===== config.mk =====
export PLATFORM = sky130hd
export DESIGN_NAME = mem_access_ctrl
export DESIGN_NICKNAME = d
export VERILOG_FILES = /design/src/rtl/mem_access_ctrl.sv
export SDC_FILE = /design/constraint.sdc
export NUM_CORES = 1
export LEC_CHECK = 0
export ABC_AREA = 1
export CAP_MARGIN = 20
export CORE_ASPECT_RATIO = 0.5
export CORE_UTILIZATION = 46
export CTS_CLUSTER_DIAMETER = 120
export DETAILED_ROUTE_END_ITERATION = 8
export GPL_ROUTABILITY_DRIVEN = 0
export MAX_ROUTING_LAYER = met4
export PLACE_DENSITY = 0.84
export SLEW_MARGIN = 20
export SYNTH_ARGS = -nofsm -noshare
export SYNTH_HDL_FRONTEND = slang
export SYNTH_SLANG_ARGS = --single-unit

===== constraint.sdc =====
create_clock -name clk_i -period 3 [get_ports clk_i]
set_clock_uncertainty 0.1 [all_clocks]
set_input_delay 0.9 -clock clk_i [delete_from_list [all_inputs] [get_ports clk_i]]
set_output_delay 0.9 -clock clk_i [all_outputs]
set_load 0.01 [all_outputs]

===== src/rtl/mem_access_ctrl.sv =====
// ============================================================================
// Module      : mem_access_ctrl
// Description : MEM-stage data-memory access sequencer. Latches the EX/MEM
//               address/data, runs a req/ack handshake with a variable-latency
//               memory, stalls the upstream pipeline until completion, aborts
//               to a sticky error on a watchdog timeout and counts stall cycles.
// Revision    : 1.0 - initial release
// ============================================================================
`default_nettype none

module mem_access_ctrl #(
    parameter int TIMEOUT = 64,   // REQ cycles without ack before abort (1..255)
    parameter int CNT_W   = 16    // width of the saturating stall counter
) (
    input  logic             clk_i,
    input  logic             rst_i,
    input  logic             MemRead_i,
    input  logic             MemWrite_i,
    input  logic [31:0]      addr_i,
    input  logic [31:0]      wdata_i,
    output logic             mem_req_o,
    output logic             mem_we_o,
    output logic [31:0]      mem_addr_o,
    output logic [31:0]      mem_wdata_o,
    input  logic             mem_ack_i,
    input  logic [31:0]      mem_rdata_i,
    output logic             stall_o,
    output logic [31:0]      rdata_o,
    output logic             err_o,
    output logic [CNT_W-1:0] stall_cnt_o
);

    localparam logic [1:0] c_IDLE = 2'd0;
    localparam logic [1:0] c_REQ  = 2'd1;
    localparam logic [1:0] c_DONE = 2'd2;
    localparam logic [1:0] c_ERR  = 2'd3;

    // Counter value seen on the last permitted REQ cycle.
    localparam logic [7:0]       c_TMO_LAST = 8'(TIMEOUT - 1);
    localparam logic [CNT_W-1:0] c_CNT_MAX  = {CNT_W{1'b1}};

    logic [1:0] r_state;
    logic [1:0] w_next_state;
    logic [7:0] r_tmo_cnt;
    logic       w_access;
    logic       w_ack_hit;
    logic       w_tmo_hit;

    assign w_access  = MemRead_i | MemWrite_i;
    assign w_ack_hit = (r_state == c_REQ) & mem_ack_i;
    // An ack on the final permitted cycle takes priority over the abort.
    assign w_tmo_hit = (r_state == c_REQ) & ~mem_ack_i & (r_tmo_cnt == c_TMO_LAST);

    // State register.
    always_ff @(posedge clk_i or negedge rst_i) begin
        if (!rst_i) begin
            r_state <= c_IDLE;
        end else begin
            r_state <= w_next_state;
        end
    end

    // Next-state decode; acks outside REQ are ignored by construction.
    always_comb begin
        w_next_state = r_state;
        case (r_state)
            c_IDLE: begin
                if (w_access) begin
                    w_next_state = c_REQ;
                end
            end
            c_REQ: begin
                if (mem_ack_i) begin
                    w_next_state = c_DONE;
                end else if (w_tmo_hit) begin
                    w_next_state = c_ERR;
                end
            end
            c_DONE:  w_next_state = c_IDLE;
            c_ERR:   w_next_state = c_IDLE;
            default: w_next_state = c_IDLE;
        endcase
    end

    // Outputs decoded from state; stall is forced low while reset is held so
    // the pipeline is released immediately on an asynchronous reset.
    always_comb begin
        mem_req_o = (r_state == c_REQ);
        stall_o   = rst_i & w_access & ((r_state == c_IDLE) | (r_state == c_REQ));
    end

    // Request attributes latched on acceptance, load data and sticky error.
    always_ff @(posedge clk_i or negedge rst_i) begin
        if (!rst_i) begin
            mem_addr_o  <= '0;
            mem_wdata_o <= '0;
            mem_we_o    <= 1'b0;
            rdata_o     <= '0;
            err_o       <= 1'b0;
        end else begin
            if ((r_state == c_IDLE) && w_access) begin
                mem_addr_o  <= addr_i;
                mem_wdata_o <= wdata_i;
                mem_we_o    <= MemWrite_i;   // write wins when both bits are set
            end
            if (w_ack_hit && !mem_we_o) begin
                rdata_o <= mem_rdata_i;
            end else if (w_tmo_hit) begin
                rdata_o <= '0;
            end
            if (w_tmo_hit) begin
                err_o <= 1'b1;
            end
        end
    end

    // Watchdog: counts cycles spent in REQ, cleared everywhere else.
    always_ff @(posedge clk_i or negedge rst_i) begin
        if (!rst_i) begin
            r_tmo_cnt <= '0;
        end else if (r_state == c_REQ) begin
            r_tmo_cnt <= r_tmo_cnt + 8'd1;
        end else begin
            r_tmo_cnt <= '0;
        end
    end

    // Saturating count of stalled cycles.
    always_ff @(posedge clk_i or negedge rst_i) begin
        if (!rst_i) begin
            stall_cnt_o <= '0;
        end else if (stall_o && (stall_cnt_o != c_CNT_MAX)) begin
            stall_cnt_o <= stall_cnt_o + CNT_W'(1);
        end
    end

endmodule

`default_nettype wire


# Yosys cells after proc, flatten, opt, wreduce, memory -nomap -nowiden
# Index checks and enable logic that the tools add are counted.
word_totals:
  reg_bits: 124
  wordCells: 40
op_classes:
  n_mux: 7
  bitwise_logic: 8
  add_sub_neg: 2
  reduce_logical: 8
  n_eq_ne: 7
ops:
  columns: ["operator", "count"]
  rows:
  - ["32-bit two-way mux", 2]
  - ["16-bit by 1-bit adder with 16-bit output (second input constant)", 1]
  - ["16-bit != test (second input constant)", 1]
  - ["8-bit by 1-bit adder with 8-bit output (second input constant)", 1]
  - ["8-bit by 6-bit == test with 1-bit output (second input constant)", 1]
  - ["8-bit two-way mux", 1]
  - ["2-bit two-way mux", 3]
  - ["2-bit case mux with 3 select lines", 1]
  - ["1-bit AND", 5]
  - ["2-bit == test (second input constant)", 2]
  - ["1-bit logical AND", 3]
  - ["3-bit by 1-bit != test with 1-bit output (second input constant)", 1]
  - ["2-bit by 1-bit == test with 1-bit output (second input constant)", 1]
  - ["2-bit zero test", 1]
  - ["2-bit != test (second input constant)", 1]
  - ["1-bit OR", 2]
  - ["2-bit AND reduction", 1]
  - ["2-bit nonzero test", 1]
  - ["2-bit OR reduction", 1]
  - ["1-bit zero test", 1]
  - ["1-bit NOT", 1]

# Depth between registers and ports, before layout
depth:
  word_depth: 6
  ltp_mapped: 9

# Least setup slack after synthesis
# No wires, ideal clock.
synth_timing:
  kind: "input-to-output"
  start: "in MemWrite_i"
  end: "out stall_o"
  required_ns: 2.000
  setup_slack_ns: 0.656
  stages: 3
  t_arrival_ns: 1.344
  path_cell_list: "or2_1 -> nand3_1 -> inv_1"
synth_between:
  elab_chain_len: 3
synth_lines:
  columns: ["element", "line", "text"]
  rows:
  - ["start, declared", "18", "input logic MemWrite_i,"]
  - ["1-bit OR", "49", "assign w_access = MemRead_i | MemWrite_i;"]
  - ["1-bit AND (2 in series)", "89", "stall_o = rst_i & w_access & ((r_state == c_IDLE) | (r_state == c_REQ));"]
  - ["end, declared", "27", "output logic stall_o,"]
# Every way passes these cells.

# Worst setup path in the final report
# Ends and elaborated chain as after synthesis.

==> flow_metrics.env <==
export IMPL_grt_max_degree=73
export IMPL_nets=821
export IMPL_worstPathMaxFanout=2
export IMPL_cts_root_buf="clkbuf_16"
export IMPL_yosys_area_top_type="dfrtp_1"
export IMPL_path_cells="clkdlybuf4s50_1 > or2_1 > nand3_2 > inv_1 > buf_2"
export IMPL_wl_per_cell_um=15.9
export IMPL_routed_wl_um=14200
export IMPL_netlist_top_cells_count="nand2_1, dfrtp_1, nand3_1"
export IMPL_startpoint="MemWrite_i"
export IMPL_place_ws_ps=-312
export IMPL_drt_iter0_drc=187
export IMPL_power_frac_comb_pct=43.1
export IMPL_rsz0062_at_grt="false"
export IMPL_cap_violations=0
export IMPL_die_h_um=78.8
export IMPL_fill_cells=734
export IMPL_hold_violations=0
export IMPL_synth_fp_nets=591
export IMPL_route_vias_total=4285
export IMPL_cp_depth=5
export IMPL_h_tree_depth=4
export IMPL_final_max_slew_viol_count=0
export IMPL_cts_tree="built"
export IMPL_synth_async_sr_flop_share_pct=100
export IMPL_postCtsSetupBuffers=0
export IMPL_crit_path_max_incr_delay_ps=420
export IMPL_die_area_mm2=0.0123
export IMPL_p_leak_nw=3.81
export IMPL_clock_latency_ps=400
export IMPL_initial_core_util_pct=48.2
export IMPL_reg2reg_slack_ps=1160
export IMPL_grt_pass1_vias=4298
export IMPL_hold_path_class="reg -> reg"
export IMPL_diodes=0
export IMPL_cp_endpoint="stall_o"
export IMPL_synth_area_top_cells="dfrtp_1, mux2_4, nand2_1"
export IMPL_clk_pin_slew_worst_paths_ps=60
export IMPL_finalCriticalPeriod_ps=2870
export IMPL_yosysSeqAreaShare_pct=57.2
export IMPL_path_class="in -> out"
export IMPL_synth_most_common_cell="nand2_1"
export IMPL_crit_path_top_delay_cell="clkdlybuf4s50_1"
export IMPL_syn_area_mm2=0.00543
export IMPL_fmax_mhz=349
export IMPL_switching_share_pct=31.4
export IMPL_power_density_mw_per_mm2=1050
export IMPL_dr_pass1_iters=4
export IMPL_worstMarginPinSlew_ps=900
export IMPL_multi_input_area_mm2=0.00206
export IMPL_grt_pass1_wl_um=22000
export IMPL_grt_use_total_pct=24.4
export IMPL_maxSlewHeadroom_pct=40.0
export IMPL_overflow=0
export IMPL_endpoint_kind="primary output"
export IMPL_r2r_cells=9
export IMPL_ys_warnings_count=0
export IMPL_fin_crit_sh_pct=95.6
export IMPL_cts_buffer_depth=2
export IMPL_grt_antenna_before_repair=0
export IMPL_synth_ff_latch_count=124
export IMPL_fp_dieW_um=156
export IMPL_seqPwrFrac_pct=33.2
export IMPL_r2r_start="stall_cnt_o[0]$_DFFE_PN0P_"
export IMPL_final_util_pct=74.1
export IMPL_post_route_cells_drive_above_1_share_pct=18.6
export IMPL_remaining_drc_errors=0
export IMPL_p_sw_mw=2.75
export IMPL_worstPathRequired_ps=2000
export IMPL_cp_arrival_ps=1870
export IMPL_avgViaCountPerCell=4.81
export IMPL_dominantRegCellSynth="dfrtp_1"
export IMPL_critPathTopFamily="buffers and inverters"
export IMPL_ir_drop_mv=0.537
export IMPL_syn_area_per_cell_um2=11.1
export IMPL_status="finished clean"
export IMPL_r2r_end="stall_cnt_o[4]$_DFFE_PN0P_"
export IMPL_start_kind="input port"
export IMPL_syn_inst=488
export IMPL_pin_count=217
export IMPL_clock_sinks=124
export IMPL_p_int_mw=5.99
export IMPL_postLayoutSetupSlackWorst_ps=131
export IMPL_cts_buffers=17
export IMPL_regArea_mm2=0.00310
export IMPL_area_delta_synth_final_pct=53.6
export IMPL_synth_edff_count=0
export IMPL_port_buffers=216
export IMPL_final_antenna_net_count=0
export IMPL_synth_top_area_share_pct=57.2
export IMPL_setup_viol=0
export IMPL_num_rows=27
export IMPL_p_clk_share_pct=23.7
export IMPL_dpl_hpwl_um=9860
export IMPL_yosysUniqueCellTypes=30
export IMPL_core_area_mm2=0.0112
export IMPL_crit_buf_inv=3
-- kinds of logic (layout without fill, tap and decap cells) --
logic type / count (synthesis) / in the layout / share of synthesized area, %
multiplexers: 64 / 64 / 15.9
adder cells (fa/ha/maj): 2 / 2 / 0.461
buffers and inverters: 42 / 285 / 5.12
AND/OR/NAND/NOR: 235 / 235 / 18.5
AO/OA/AOI/OAI: 15 / 15 / 1.84
XOR/XNOR: 6 / 6 / 0.968
flip-flops: 124 / 124 / 57.2
-- registers in the layout, summed over array words and instances (netlist names) --
name / flops
mem_wdata_o: 32
mem_addr_o: 32
err_o: 1
stall_cnt_o: 16
rdata_o: 32
mem_we_o: 1
r_tmo_cnt: 8
r_state: 2
-- area by class of cell --
class                           count  share of cell area [%]
Clock inverter                     14                    2.04
Timing Repair Buffer              229                    27.5
Inverter                           24                    1.08
Sequential cell                   124                    37.2
Clock buffer                       18                    5.15
Tap cell                          159                    2.39
Multi-Input combinational cell    322                    24.7
-- cell usage in the layout (no fill, tap or decap), types with 4 or more instances in the layout --
cell type	synthesis	final
nor2_1	26	26
clkbuf_16	0	17
clkinv_2	0	4
nor2_2	6	6
dfrtp_1	124	124
clkinv_4	0	4
xor2_1	5	5
nand2_1	145	145
inv_1	20	20
mux2_4	38	38
nand3_1	42	41
o21ai_2	6	6
nand2_2	6	5
mux2_2	26	26
buf_4	2	11
inv_2	4	4
clkdlybuf4s50_1	0	214
nand4_1	4	4
-- worst min-delay path by stage --
stage                                           start                     endpoint  cells after the start  slack (ps)
after floorplan                r_tmo_cnt[0]$_DFF_PN0_       r_tmo_cnt[0]$_DFF_PN0_                      1         330
after global placement              err_o$_DFFE_PN0P_            err_o$_DFFE_PN0P_                      2         350
after detailed placement            err_o$_DFFE_PN0P_            err_o$_DFFE_PN0P_                      2         370
after CTS                           err_o$_DFFE_PN0P_            err_o$_DFFE_PN0P_                      2         380
after global routing      mem_wdata_o[21]$_DFFE_PN0P_  mem_wdata_o[21]$_DFFE_PN0P_                      1         420
final                               err_o$_DFFE_PN0P_            err_o$_DFFE_PN0P_                      2         370
-- routing by layer --
metal	wire [um]	track usage, %	vias to the layer above
met4	382	10.8	0
met2	7300	40.0	122
li1	-	-	2051
met5	0	-	-
met3	642	6.44	31
met1	5870	28.6	2081
-- power groups by stage --
stage                     clock [mW]  combinational (mW)  sequential, mW
after floorplan                    0                1.54            3.20
after global placement             0                3.67            2.89
after detailed placement           0                3.77            2.90
after CTS                       2.11                3.81            2.90
after global routing            2.19                3.99            2.99
final                           2.07                3.76            2.90
-- metrics by stage --
| step | total power, mW | std cells | area (um2) | hold slack [ps] | setup TNS (ps) |
|---|---|---|---|---|---|
| CTS | 8.82 | 890 | 8340 | 382 | 0 |
| detailed placement | 6.67 | 858 | 7740 | 368 | -312 |
| finish | 8.74 | 890 | 8340 | 369 | 0 |
| global route | 9.17 | 890 | 8340 | 415 | 0 |
| floorplan | 4.74 | 488 | 5430 | 333 | 0 |
| global placement | 6.56 | 858 | 7740 | 348 | -271 |
-- worst min-delay path: stages (launching register included) --
cell	delay (ps)
dfrtp_1	350
inv_1	40
nand2_1	50
-- what timing repair did --
item                       in CTS  in global routing
gates resized for setup         4                  1
setup endpoints to repair       1                  1
hold buffers                    0                  0
pin swaps                       0                  1
Note: power is estimated with default switching activity, not from simulation.
